<file path="src/rtl/cgra_arb_pkg.sv">
// Shared definitions for CGRA processing-element arbiters.
// Latency: n/a (types, constants and a width helper only).
// Backpressure: n/a.
//
// Contents: arbiter state enum, default port/burst constants and the
// PORT_ID_W() helper that sizes port-index fields (never narrower than 1 bit).
package cgra_arb_pkg;

    localparam int DEF_NUM_PORTS = 4;
    localparam int DEF_BURST_LEN = 4;

    typedef enum logic {
        IDLE = 1'b0,
        LOCK = 1'b1
    } arb_state_e;

    function automatic int PORT_ID_W(input int n);
        return (n > 1) ? $clog2(n) : 1;
    endfunction

endpackage

</file>
<file path="src/rtl/rr_pick.sv">
// Rotating-priority encoder: first set req bit searching upward from last+1.
// Latency: purely combinational, no state.
// Backpressure: none; the caller decides whether the winner is actually served.
//
// Ports:
//   req    : request vector, one bit per requester
//   last   : index of the previously served requester (must be < N)
//   winner : index of the selected requester (0 when any is low)
//   any    : at least one request is set
module rr_pick #(
    parameter int N   = 4,
    parameter int IDW = 2
) (
    input  logic [N-1:0]   req,
    input  logic [IDW-1:0] last,
    output logic [IDW-1:0] winner,
    output logic           any
);

    logic [IDW-1:0] idx;

    // Walk the ring starting one past 'last'; 'last' itself is checked
    // last so a lone requester can win back-to-back.
    always_comb begin
        winner = '0;
        any    = 1'b0;
        idx    = last;
        for (int i = 0; i < N; i++) begin
            idx = (idx == IDW'(N - 1)) ? '0 : idx + IDW'(1);
            if (!any && req[idx]) begin
                any    = 1'b1;
                winner = idx;
            end
        end
    end

endmodule

</file>
<file path="src/rtl/d_fifo_rr_arbiter.sv">
// Round-robin merge of NUM_PORTS valid/ready producers onto one FIFO write port,
// holding a grant for up to BURST_LEN beats. Latency: 1 cycle (registered dout).
// Backpressure: din_r only asserts when the output register is empty or draining.
//
// Ports:
//   clock, reset      : rising-edge clock, synchronous active-high reset
//   din / din_v/din_r : packed producer payloads (port i at [i*DATA_WIDTH +: DATA_WIDTH]),
//                       per-port valid, one-hot-or-zero combinational ready
//   dout/dout_v/dout_r: registered payload/valid toward the FIFO, FIFO ready
//   dout_id           : registered source port of the beat on dout
//   grant_cnt         : per-port 16-bit accepted-beat counters, only when
//                       D_FIFO_ARB_STATS_EN is defined
module d_fifo_rr_arbiter
    import cgra_arb_pkg::*;
#(
    parameter int DATA_WIDTH = 32,
    parameter int NUM_PORTS  = DEF_NUM_PORTS,
    parameter int BURST_LEN  = DEF_BURST_LEN
) (
    input  logic                            clock,
    input  logic                            reset,
    input  logic [NUM_PORTS*DATA_WIDTH-1:0] din,
    input  logic [NUM_PORTS-1:0]            din_v,
    output logic [NUM_PORTS-1:0]            din_r,
    output logic [DATA_WIDTH-1:0]           dout,
    output logic                            dout_v,
    input  logic                            dout_r,
    output logic [PORT_ID_W(NUM_PORTS)-1:0] dout_id
`ifdef D_FIFO_ARB_STATS_EN
    ,
    output logic [NUM_PORTS*16-1:0]         grant_cnt
`endif
);

    localparam int IDW   = PORT_ID_W(NUM_PORTS);
    localparam int CNT_W = $clog2(BURST_LEN + 1);

    arb_state_e      state_q, state_d;
    logic [IDW-1:0]  last_grant_q, last_grant_d;
    logic [IDW-1:0]  owner_q, owner_d;
    logic [CNT_W-1:0] beat_cnt_q, beat_cnt_d;
    logic [CNT_W-1:0] cnt_inc;

    logic [DATA_WIDTH-1:0] dout_q, dout_d;
    logic [IDW-1:0]        dout_id_q, dout_id_d;
    logic                  dout_v_q, dout_v_d;

    logic [IDW-1:0] win;
    logic           any_req;
    logic           can_acc;
    logic           cap;
    logic [IDW-1:0] sel;

    rr_pick #(
        .N   (NUM_PORTS),
        .IDW (IDW)
    ) u_pick (
        .req    (din_v),
        .last   (last_grant_q),
        .winner (win),
        .any    (any_req)
    );

    // Output register can take a new beat if it is empty or being drained now.
    assign can_acc = ~dout_v_q | dout_r;

    always_comb begin
        state_d      = state_q;
        last_grant_d = last_grant_q;
        owner_d      = owner_q;
        beat_cnt_d   = beat_cnt_q;
        cnt_inc      = beat_cnt_q + CNT_W'(1);
        cap          = 1'b0;
        sel          = win;

        case (state_q)
            IDLE: begin
                if (any_req && can_acc && !reset) begin
                    cap          = 1'b1;
                    last_grant_d = win;
                    owner_d      = win;
                    beat_cnt_d   = CNT_W'(1);
                    state_d      = (BURST_LEN > 1) ? LOCK : IDLE;
                end
            end
            LOCK: begin
                sel = owner_q;
                if (!din_v[owner_q]) begin
                    // Owner went quiet: release the lock, others get a turn
                    // from IDLE on the following cycle.
                    state_d = IDLE;
                end else if (can_acc && !reset) begin
                    cap        = 1'b1;
                    beat_cnt_d = cnt_inc;
                    if (cnt_inc == CNT_W'(BURST_LEN)) begin
                        state_d = IDLE;
                    end
                end
            end
            default: state_d = IDLE;
        endcase
    end

    always_comb begin
        din_r = '0;
        if (cap) begin
            din_r[sel] = 1'b1;
        end
    end

    // A capture always overwrites the register, even when the old beat is
    // leaving this same cycle, so dout_v stays high across back-to-back beats.
    always_comb begin
        dout_d    = dout_q;
        dout_id_d = dout_id_q;
        dout_v_d  = dout_v_q;
        if (cap) begin
            dout_d    = din[int'(sel)*DATA_WIDTH +: DATA_WIDTH];
            dout_id_d = sel;
            dout_v_d  = 1'b1;
        end else if (dout_r) begin
            dout_v_d  = 1'b0;
        end
    end

    always_ff @(posedge clock) begin
        if (reset) begin
            state_q      <= IDLE;
            last_grant_q <= IDW'(NUM_PORTS - 1);
            owner_q      <= '0;
            beat_cnt_q   <= '0;
            dout_q       <= '0;
            dout_id_q    <= '0;
            dout_v_q     <= 1'b0;
        end else begin
            state_q      <= state_d;
            last_grant_q <= last_grant_d;
            owner_q      <= owner_d;
            beat_cnt_q   <= beat_cnt_d;
            dout_q       <= dout_d;
            dout_id_q    <= dout_id_d;
            dout_v_q     <= dout_v_d;
        end
    end

    assign dout    = dout_q;
    assign dout_id = dout_id_q;
    assign dout_v  = dout_v_q;

`ifdef D_FIFO_ARB_STATS_EN
    logic [NUM_PORTS*16-1:0] grant_cnt_q, grant_cnt_d;

    // Counters wrap naturally at 16 bits.
    always_comb begin
        grant_cnt_d = grant_cnt_q;
        for (int i = 0; i < NUM_PORTS; i++) begin
            if (cap && (sel == IDW'(i))) begin
                grant_cnt_d[i*16 +: 16] = grant_cnt_q[i*16 +: 16] + 16'd1;
            end
        end
    end

    always_ff @(posedge clock) begin
        if (reset) begin
            grant_cnt_q <= '0;
        end else begin
            grant_cnt_q <= grant_cnt_d;
        end
    end

    assign grant_cnt = grant_cnt_q;
`endif

endmodule

</file>
<file path="config.mk">
export PLATFORM = sky130hd
export DESIGN_NAME = d_fifo_rr_arbiter
export DESIGN_NICKNAME = d
export VERILOG_FILES = /design/src/rtl/cgra_arb_pkg.sv /design/src/rtl/rr_pick.sv /design/src/rtl/d_fifo_rr_arbiter.sv
export SDC_FILE = /design/constraint.sdc
export NUM_CORES = 1
export LEC_CHECK = 0
export CAP_MARGIN = 20
export CELL_PAD_IN_SITES_DETAIL_PLACEMENT = 1
export CELL_PAD_IN_SITES_GLOBAL_PLACEMENT = 1
export CORE_MARGIN = 2
export CORE_UTILIZATION = 29
export CTS_CLUSTER_SIZE = 25
export DETAILED_ROUTE_END_ITERATION = 7
export PLACE_DENSITY = 0.88
export REMOVE_ABC_BUFFERS = 1
export SKIP_CTS_REPAIR_TIMING = 1
export SLEW_MARGIN = 20
export SYNTH_ARGS = -nofsm -noshare
export SYNTH_HDL_FRONTEND = slang
export SYNTH_SLANG_ARGS = --single-unit
</file>
<file path="constraint.sdc">
create_clock -name clock -period 7.95 [get_ports clock]
set_input_delay 1.9875 -clock clock [delete_from_list [all_inputs] [get_ports clock]]
set_output_delay 1.9875 -clock clock [all_outputs]
set_load 0.01 [all_outputs]
</file>
# Yosys cells after proc, flatten, opt, wreduce, memory -nomap -nowiden
# Cells that the tools add are included.
dict set report word_totals {
  register_bits 43
  latch_bits 0
  mem_bits_rw 0
  romBits 0
  inputBits 135
  wordCells 85
  memories 0
}
dict set report classes {
  n_addsub 5
  mul 0
  div 0
  n_lt_le_gt_ge 7
  n_eq_ne 8
  shift 1
  mux 40
  bitwise_logic 3
  reduce_logical 14
}
# operator n
set ops {}
lappend ops {{$shiftx 128x8->32} 1}
lappend ops {{$lt 2x3->1 const B} 6}
lappend ops {{$mux 1} 18}
lappend ops {{$mux 2} 9}
lappend ops {{$bmux 1 s2} 5}
lappend ops {{$mux 3} 3}
lappend ops {{$add 2x1->2 const B} 4}
lappend ops {{$eq 2x2->1 const B} 4}
lappend ops {{$logic_and 1x1->1} 7}
lappend ops {{$pmux 3 s2} 1}
lappend ops {{$logic_not 1->1} 4}
lappend ops {{$mux 4} 1}
lappend ops {{$ne 2x1->1 const B} 2}
lappend ops {{$pmux 1 s2} 2}
lappend ops {{$add 3x1->3 const B} 1}
lappend ops {{$eq 3x3->1 const B} 1}
lappend ops {{$reduce_and 3->1} 1}
lappend ops {{$demux 1 s2} 1}
lappend ops {{$ge 2x1->1 const B} 1}
lappend ops {{$ne 2x2->1 const B} 1}
lappend ops {{$not 1->1} 2}
lappend ops {{$reduce_and 2->1} 1}
lappend ops {{$reduce_bool 2->1} 1}
lappend ops {{$or 1x1->1} 1}

# Longest topological paths before layout
# Gate-level depths: netlist of the first run.
dict set report logic_depth {
  depth_word 20
  mapped_depth 9
}

# Modules after synthesis
# From an unflattened synthesis of the first run, not the netlist that was laid out.
dict set report unflattened {
  cells_unflattened 292
  hier_area_um2 3040.4
}
# module n_inst cells_each area_each_um2 seq_area_each_um2
set by_module_without_submodules {}
lappend by_module_without_submodules {d_fifo_rr_arbiter 1 277 2932.8 860.8}
lappend by_module_without_submodules {rr_pick 1 15 107.6 0.0}

# Worst setup path after synthesis of the first run
# Ideal clock, no wire load.
dict set report synth_timing {
  path_kind {input-to-output}
  startpoint {in din_v[1]}
  endpoint {out din_r[2]}
  arrival_time_ps 3397
  slack_ps 2566
  cell_stages 7
  path_buffers 2
  cell_sequence {a21bo_2 o211ai_2 a221o_2 and2_1 buf_4 buf_4 nor3_1}
}
dict set report synth_via {
  elab_chain_len 18
}
# element line_no
set synth_lines {}
lappend synth_lines {{from (decl)} d_fifo_rr_arbiter.sv:23} ;# input logic [NUM_PORTS-1:0] din_v,
lappend synth_lines {{$bmux 1 s2} rr_pick.sv:30} ;# if (!any && req[idx]) begin
lappend synth_lines {{$mux 1 (not written as such)} rr_pick.sv:30}
lappend synth_lines {{$mux 1} rr_pick.sv:30}
lappend synth_lines {{$logic_not 1->1} rr_pick.sv:30}
lappend synth_lines {{$logic_and 1x1->1} rr_pick.sv:30}
lappend synth_lines {{$mux 1} rr_pick.sv:30}
lappend synth_lines {{$logic_not 1->1} rr_pick.sv:30}
lappend synth_lines {{$logic_and 1x1->1} rr_pick.sv:30}
lappend synth_lines {{[2 not listed]} n/a}
lappend synth_lines {{$logic_and 1x1->1} rr_pick.sv:30}
lappend synth_lines {{$mux 2} rr_pick.sv:30}
lappend synth_lines {{$mux 2} d_fifo_rr_arbiter.sv:76} ;# case (state_q)
lappend synth_lines {{$lt 2x3->1 (not written as such) or $ge 2x1->1 (tied branches)} d_fifo_rr_arbiter.sv:107} ;# din_r[sel] = 1'b1;
lappend synth_lines {{$logic_and 1x1->1 (not written as such)} d_fifo_rr_arbiter.sv:107}
lappend synth_lines {{$mux 1 (not written as such)} d_fifo_rr_arbiter.sv:107}
lappend synth_lines {{$demux 1 s2} d_fifo_rr_arbiter.sv:107}
lappend synth_lines {{$mux 4 *} d_fifo_rr_arbiter.sv:106} ;# if (cap) begin
lappend synth_lines {{to (decl)} d_fifo_rr_arbiter.sv:24} ;# output logic [NUM_PORTS-1:0] din_r,
# Mark *: on every way between the ends. The rest lies on a longest branch, timed or not. The select of a mux whose other input is x is not followed.

# Final worst setup path of the first run
dict set report layout_timing {
  startpoint {in din_v[3]}
  endpoint {out din_r[1]}
}
# The elaborated chain is that of the path after synthesis.

==> impl_metrics.json, run 1 <==
{
  "die_h_um": 106,
  "drt_iter0_drc": 83,
  "cap_viol_max_count": 0,
  "detail_route.vias_per_cell": 5.36,
  "std_cell_rows": 37,
  "fillerInstances": 1206,
  "final.period_utilization_pct": 89.7,
  "async_set_reset_flop_share_out_of_synthesis_pct": 0,
  "post_synth_main_area_contributors": "dfxtp_1, a2111oi_2, nand2_1",
  "grt_antenna_before_repair": 0,
  "layout.cells.non_filler": 626,
  "synthesis.instances": 340,
  "clock_sink_total": 43,
  "layout-drive-gt1-share_pct": 11.2,
  "cpLargestDelayFamily": "simple AND/OR/NAND/NOR gates",
  "post_route_cell_area_um2": 4790,
  "cp_data_arrival_time_ns": 5.14,
  "place_hpwl_mm": 8.95,
  "io_buffers": 173,
  "min_path_type": "flip-flop to flip-flop",
  "cts_root_buf": "clkbuf_8",
  "timing.critical_path.from_type": "input port",
  "tritoncts.num_buffers": 5,
  "power.leakage_uw": 0.00176,
  "min_delay_path_depth": 2,
  "grt_pass1_vias": 3775,
  "ys_dominant_reg_cell": "dfxtp_1",
  "ant_diodes": 0,
  "worstMarginPinSlew_ns": 0.685,
  "reg2regPathDepth": 8,
  "tritoncts_clock_tree": "built",
  "critical_path_required_ns": 5.96,
  "crit_fanout": 34,
  "grt_pass1_wl_mm": 19.2,
  "detailedRoute.firstPassIterationCount": 4,
  "pwr_per_cell_area_nw_per_um2": 157,
  "grt_setup_unrepaired": "false",
  "regToRegStartpoint": "last_grant_q[0]$_SDFFE_PP1P_",
  "cts_htree_levels": 2,
  "post_drt_wl_per_cell_um": 19.0,
  "synth_edf_count": 0,
  "io_pins": 174,
  "setup.reg_to_reg.worst_slack_ns": 4.60,
  "gp_routability_congestion": 0.774,
  "most_frequent_cells_in_the_layout": "clkdlybuf4s50_1, nand2_1, dfxtp_1, and3_1, o21bai_1",
  "p_total_uw": 754,
  "final_core_utilization_pct": 47.1,
  "worstPathBufferInverterCount": 2,
  "seq_area_frac_synth_pct": 28.6,
  "worst_setup_path_end_kind": "output port",
  "cp.depth": 7,
  "starting_density_of_the_core_pct": 29.6,
  "syn_area_um2": 3010,
  "drc_violations_left": 0,
  "timing.setup.tns_ns": 0,
  "syn_avg_cell_area_um2": 8.85,
  "layout_commonest_cell": "clkdlybuf4s50_1",
  "outcome": "finished, final reports clean",
  "yosys_warnings": 0,
  "overflow": 0,
  "report.final.setup_viol": 0,
  "synth_cell_types": 46,
  "timing.fmax_mhz": 140,
  "groute.usage.overall_pct": 21.2,
  "worstSetupPathType": "input port to output port",
  "area_delta_synth_final_pct": 59.3,
  "synth_largest_type_area_fraction_pct": 28.6,
  "timing.final.crit_period_ns": 7.13,
  "critPathSlowestCell": "and2_1",
  "wl_mm": 11.9,
  "die_width_um": 106,
  "timing_hold_violations_final": 0,
  "number_of_buffers_on_the_longest_clock_path": 2,
  "grt_start_max_net_pins": 45,
  "power.ir.vdd_worst_mv": 0.0609,
  "finalClockSkew_ns": 0.0128,
  "path_clk_slew_ns": 0.08,
  "final_antenna_net_count": 0,
  "timing.critical_path.cells": "clkdlybuf4s50_1, or3b_1, o211ai_2, a221o_2, and2_1, and2_1, clkdlybuf4s50_1",
  "num-nets-final": 629,
  "timing.critical_path.slowest_cell_delay_ns": 0.67,
  "vias": 3357,
  "timing.rr.end": "dout[20]$_SDFFE_PP0P_",
  "worst_skew_pair.late_latency_ns": 0.29,
  "synth_largest_area_cell": "dfxtp_1",
  "maxSlewHeadroom_pct": 54.4,
  "coreArea_um2": 10200,
  "worstHoldStart": "dout_id[0]$_SDFFE_PP0P_",
  "numPlacedInstances": 620,
  "endpoint_with_the_worst_hold_slack": "dout_id[0]$_SDFFE_PP0P_",
  "postPlaceCellArea_um2": 4720,
  "synth_seq_cells": 43,
  "die_area_um2": 11200,
  "timing.final.max_slew_violations": 0
}
tightest hold or removal path, cell delays in order (launching register included):
cell and delay (ns):
dfxtp_1 0.32, nand2_1 0.05, a21oi_1 0.05
power breakdown:
| group | leakage (uW) | switching, uW | internal, uW | total, uW |
|---|---|---|---|---|
| registers | 0.000356 | 17.1 | 243 | 260 |
| clock network | 0.0000371 | 70.7 | 58.7 | 129 |
| logic | 0.00136 | 190 | 174 | 364 |
| total | 0.00176 | 278 | 476 | 754 |
state kept, by name, indices dropped and copies added (netlist names):
| signal | cells |
|---|---|
| last_grant_q | 2 |
| state_q | 1 |
| owner_q | 2 |
| dout_v | 1 |
| beat_cnt_q | 3 |
| dout_id | 2 |
| dout | 32 |
layout make-up:
type	instances	area, um2	area share [%]
Multi-Input combinational cell	259	1900	39.6
Timing Repair Buffer	180	1780	37.2
Sequential cell	43	861	18.0
Tap cell	136	170	3.55
Clock buffer	6	72.6	1.51
Inverter	2	7.51	0.157
worst max path at each step:
stage | startpoint | to | slack [ns]
2_1_floorplan | dout_r | din_r[0] | 1.71
4_1_cts | din_v[3] | din_r[1] | 0.78
3_3_place_gp | din_v[3] | din_r[1] | 0.90
3_5_place_dp | din_v[3] | din_r[1] | 0.79
6_report | din_v[3] | din_r[1] | 0.82
5_1_grt | din_v[3] | din_r[1] | 0.58
metal layers:
metal	vias up	share of wire, %	GRT usage [%]
met5	-	0	0
met4	0	2.1	6.48
met3	18	6.8	4.76
met2	135	51	40.0
met1	1606	40	23.5
li1	1598	-	-
Yosys cell counts (2+ instances only):
master	n
buf_2	5
nor3_1	4
a21oi_1	5
buf_4	4
mux2i_1	2
dfxtp_1	43
and2_1	4
ha_1	3
a311oi_2	5
o21bai_1	33
a2111oi_2	27
nor2_1	12
or3b_1	2
a2111oi_0	4
nand2_1	70
clkbuf_1	15
a311oi_1	27
nand2b_1	5
inv_1	2
and3_1	33
buf_6	10
cell families (layout without fill, tap and decap cells):
| kind of cell | count (synthesis) | in the layout | synth area share (%) |
|---|---|---|---|
| buffers and inverters | 38 | 188 | 8.48 |
| flip-flops | 43 | 43 | 28.6 |
| AND/OR/NAND/NOR | 136 | 136 | 21.5 |
| multiplexers | 3 | 3 | 1.04 |
| AO/OA/AOI/OAI | 117 | 117 | 39.1 |
| adder cells (fa/ha/maj) | 3 | 3 | 1.25 |
per-stage QoR:
step,hold WS (ns),setup slack (ns)
final,0.466,0.820
after detailed placement,0.458,0.793
after global routing,0.505,0.583
after floorplan,0.440,1.71
after CTS,0.470,0.775
after global placement,0.448,0.899
No activity file was read; power rests on OpenSTA's default activity.
==> run 2, diff against run 1 <==
--- a/config.mk
+++ b/config.mk
@@ -5,7 +5,6 @@
 export SDC_FILE = /design/constraint.sdc
 export NUM_CORES = 1
 export LEC_CHECK = 0
-export CAP_MARGIN = 20
 export CELL_PAD_IN_SITES_DETAIL_PLACEMENT = 1
 export CELL_PAD_IN_SITES_GLOBAL_PLACEMENT = 1
 export CORE_MARGIN = 2
==> results of run 2 <==
No change in the layout: final DEF, timing and power equal those of run 1.
==> run 3, diff against run 2 <==
--- a/config.mk
+++ b/config.mk
@@ -8,8 +8,7 @@
 export CELL_PAD_IN_SITES_DETAIL_PLACEMENT = 1
 export CELL_PAD_IN_SITES_GLOBAL_PLACEMENT = 1
 export CORE_MARGIN = 2
-export CORE_UTILIZATION = 29
-export CTS_CLUSTER_SIZE = 25
+export CORE_UTILIZATION = 30
 export DETAILED_ROUTE_END_ITERATION = 7
 export PLACE_DENSITY = 0.88
 export REMOVE_ABC_BUFFERS = 1
@@ -17,4 +16,5 @@
 export SLEW_MARGIN = 20
 export SYNTH_ARGS = -nofsm -noshare
 export SYNTH_HDL_FRONTEND = slang
+export SYNTH_HIERARCHICAL = 1
 export SYNTH_SLANG_ARGS = --single-unit
==> run 3 against run 2 <==
  * Clock-buffer cell count unchanged
  * Area after synthesis increased by 1.0%
  * Setup slack improved by 0.43 ns
  * Global-route usage decreased by 3.0 points
  * Wire length decreased by 15%
  * Critical endpoint is now din_r[2]
  * Critical path depth increased by 2
  * Register-to-register slack improved by 0.54 ns
  * Worst hold slack improved by 0.028 ns
  * Sequential power increased by 7%
  * Utilization increased by 2.4 points
==> impl_metrics.json, run 3 <==
{
  "outcome": "finished, final reports clean",
  "synth_cell_types": 39,
  "final_core_utilization_pct": 49.5,
  "synth_largest_type_area_fraction_pct": 28.3,
  "regArea_um2": 861,
  "gp_routability_congestion": 0.753,
  "wl_mm": 10.1,
  "area_delta_synth_final_pct": 59.8,
  "synth.cells.most_frequent": "mux2i_1, dfxtp_1, mux2_2, o211ai_1, o21ai_2",
  "grt_start_max_net_pins": 40,
  "timing.final.max_slew_violations": 0,
  "min_path_type": "flip-flop to flip-flop",
  "overflow": 0,
  "yosys_warnings": 6,
  "async_set_reset_flop_share_out_of_synthesis_pct": 0,
  "timing.setup.tns_ns": 0,
  "number_of_buffers_on_the_longest_clock_path": 2,
  "cts_root_buf": "clkbuf_8",
  "die_width_um": 105,
  "most_frequent_cells_in_the_layout": "clkdlybuf4s50_1, mux2i_1, dfxtp_1, mux2_2, o211ai_1",
  "tritoncts_clock_tree": "built",
  "crit_fanout": 30,
  "maxSlewHeadroom_pct": 47.6,
  "timing.critical_path.from_type": "input port",
  "layout_commonest_cell": "clkdlybuf4s50_1",
  "syn_area_um2": 3040,
  "multi_input_comb_area_um2": 1940,
  "worstSetupPathType": "input port to output port",
  "synth_seq_cells": 43,
  "drt_iter0_drc": 53,
  "grt_pass1_vias": 3235,
  "detail_route.vias_per_cell": 5.00,
  "clock_sink_total": 43,
  "io_buffers": 173,
  "die_h_um": 105,
  "path_clk_slew_ns": 0.08,
  "layout-drive-gt1-share_pct": 18.8,
  "timing.final.crit_period_ns": 6.70,
  "timing_hold_violations_final": 0,
  "fillerInstances": 1142,
  "cap_viol_max_count": 0,
  "critical_path_required_ns": 5.96,
  "groute.layer.met3.usage_pct": 4.12,
  "cp_data_arrival_time_ns": 4.71,
  "io_pins": 174,
  "seq_area_frac_synth_pct": 28.3,
  "starting_density_of_the_core_pct": 31.0,
  "setup.reg_to_reg.worst_slack_ns": 5.14,
  "timing.rr.end": "dout[3]$_SDFFE_PP0P_",
  "synthesis.instances": 292,
  "pwr_per_cell_area_nw_per_um2": 173,
  "cts_htree_levels": 2,
  "power.ir.vdd_worst_mv": 0.0852,
  "synth_largest_area_cell": "dfxtp_1",
  "grt.met2_usage_pct": 35.7,
  "syn_avg_cell_area_um2": 10.4,
  "finalClockSkew_ns": 0.00504,
  "grt_pass1_wl_mm": 16.4,
  "regToRegStartpoint": "last_grant_q[0]$_SDFFE_PP1P_",
  "die_area_um2": 11000,
  "synth_edf_count": 0,
  "num-nets-final": 589,
  "worstMarginPinSlew_ns": 0.769,
  "reg2regPathDepth": 9,
  "global_route.usage.met1_pct": 19.5,
  "vias": 2926,
  "detailedRoute.firstPassIterationCount": 4,
  "grt_antenna_before_repair": 0,
  "place_hpwl_mm": 8.04,
  "critical_path.startpoint": "din_v[0]",
  "worst_setup_path_end_kind": "output port",
  "coreArea_um2": 9820,
  "power.leakage_uw": 0.00198,
  "final_antenna_net_count": 0,
  "worst_skew_pair.late_latency_ns": 0.29,
  "endpoint": "din_r[2]",
  "ys_dominant_reg_cell": "dfxtp_1",
  "drc_violations_left": 0,
  "largest_register_ffs": 32,
  "groute.usage.overall_pct": 18.3,
  "post_drt_wl_per_cell_um": 17.2,
  "grt_setup_unrepaired": "false",
  "post_synth_main_area_contributors": "dfxtp_1, mux2i_1, mux2_2",
  "final.period_utilization_pct": 84.3,
  "ant_diodes": 0,
  "gr-max-usage-layer": "met2",
  "std_cell_rows": 36,
  "timing.fmax_mhz": 149,
  "cell_with_the_most_instances_after_synthesis": "mux2i_1",
  "report.final.setup_viol": 0,
  "tritoncts.num_buffers": 5
}
-- run 3: cell types whose count changed after synthesis, moves of 7 or more --
cell       previous run  this run
o211ai_1              0        32
nor2_1               12         5
and3_1               33         1
a2111oi_2            27         0
mux2_2                1        32
o21bai_1             33         0
o21ai_2               1        29
nand2_1              70         3
mux2i_1               2        66
a311oi_1             27         0
-- run 3: final cells by class --
type,count,area share (%)
clock buffer,6,1.49
clock inverter,2,0.257
inverter,5,0.386
multi-input combinational,216,40.0
tap,133,3.42
timing repair buffer,180,36.7
sequential,43,17.7
-- run 3: per-stage QoR --
stage	area, um2	std cells	hold WS, ns	worst slack (ns)	total power (uW)
2_1_floorplan	2820	264	0.436	1.20	517
3_3_place_gp	4770	577	0.459	1.33	700
3_5_place_dp	4770	577	0.483	1.22	715
4_1_cts	4860	585	0.500	1.21	855
5_1_grt	4860	585	0.522	1.05	891
6_report	4860	585	0.495	1.25	839
-- run 3: power by group --
part | internal (uW) | switching, uW
Combinational | 240 | 183
Clock | 61.5 | 75.7
Sequential | 254 | 24.9
-- run 3: cells by family after synthesis --
logic type	Yosys count	share of synthesized area [%]
muxes	101	35.8
AOI/OAI and AO/OA	84	21.6
DFF	43	28.3
buffers and inverters	33	7.98
and+or+nand+nor	28	5.02
adders and majority gates	3	1.23
-- run 3: how the worst min path moves through the flow --
stage                            startpoint                           end  cells past startpoint
2_1_floorplan  last_grant_q[1]$_SDFFE_PP1P_  last_grant_q[1]$_SDFFE_PP1P_                      2
3_3_place_gp        dout_id[0]$_SDFFE_PP0P_       dout_id[0]$_SDFFE_PP0P_                      1
3_5_place_dp        dout_id[0]$_SDFFE_PP0P_       dout_id[0]$_SDFFE_PP0P_                      1
4_1_cts             dout_id[0]$_SDFFE_PP0P_       dout_id[0]$_SDFFE_PP0P_                      1
5_1_grt             dout_id[0]$_SDFFE_PP0P_       dout_id[0]$_SDFFE_PP0P_                      1
6_report            dout_id[0]$_SDFFE_PP0P_       dout_id[0]$_SDFFE_PP0P_                      1
-- run 3: metal layers --
layer,wire length (um),part of all wire (%),up-vias
met4,236,2.3,0
met5,0,0,-
met1,3840,38,1378
met2,5410,54,103
met3,579,5.8,21
li1,-,-,1424
-- run 3: critical path, stage by stage --
cell and delay, ns:
clkdlybuf4s50_1 0.48, o21ai_1 0.15, a21oi_1 0.10, nor3_1 0.49, mux2i_4 0.16, buf_4 0.32
nor3_1 0.29, and2_1 0.16, clkdlybuf4s50_1 0.56
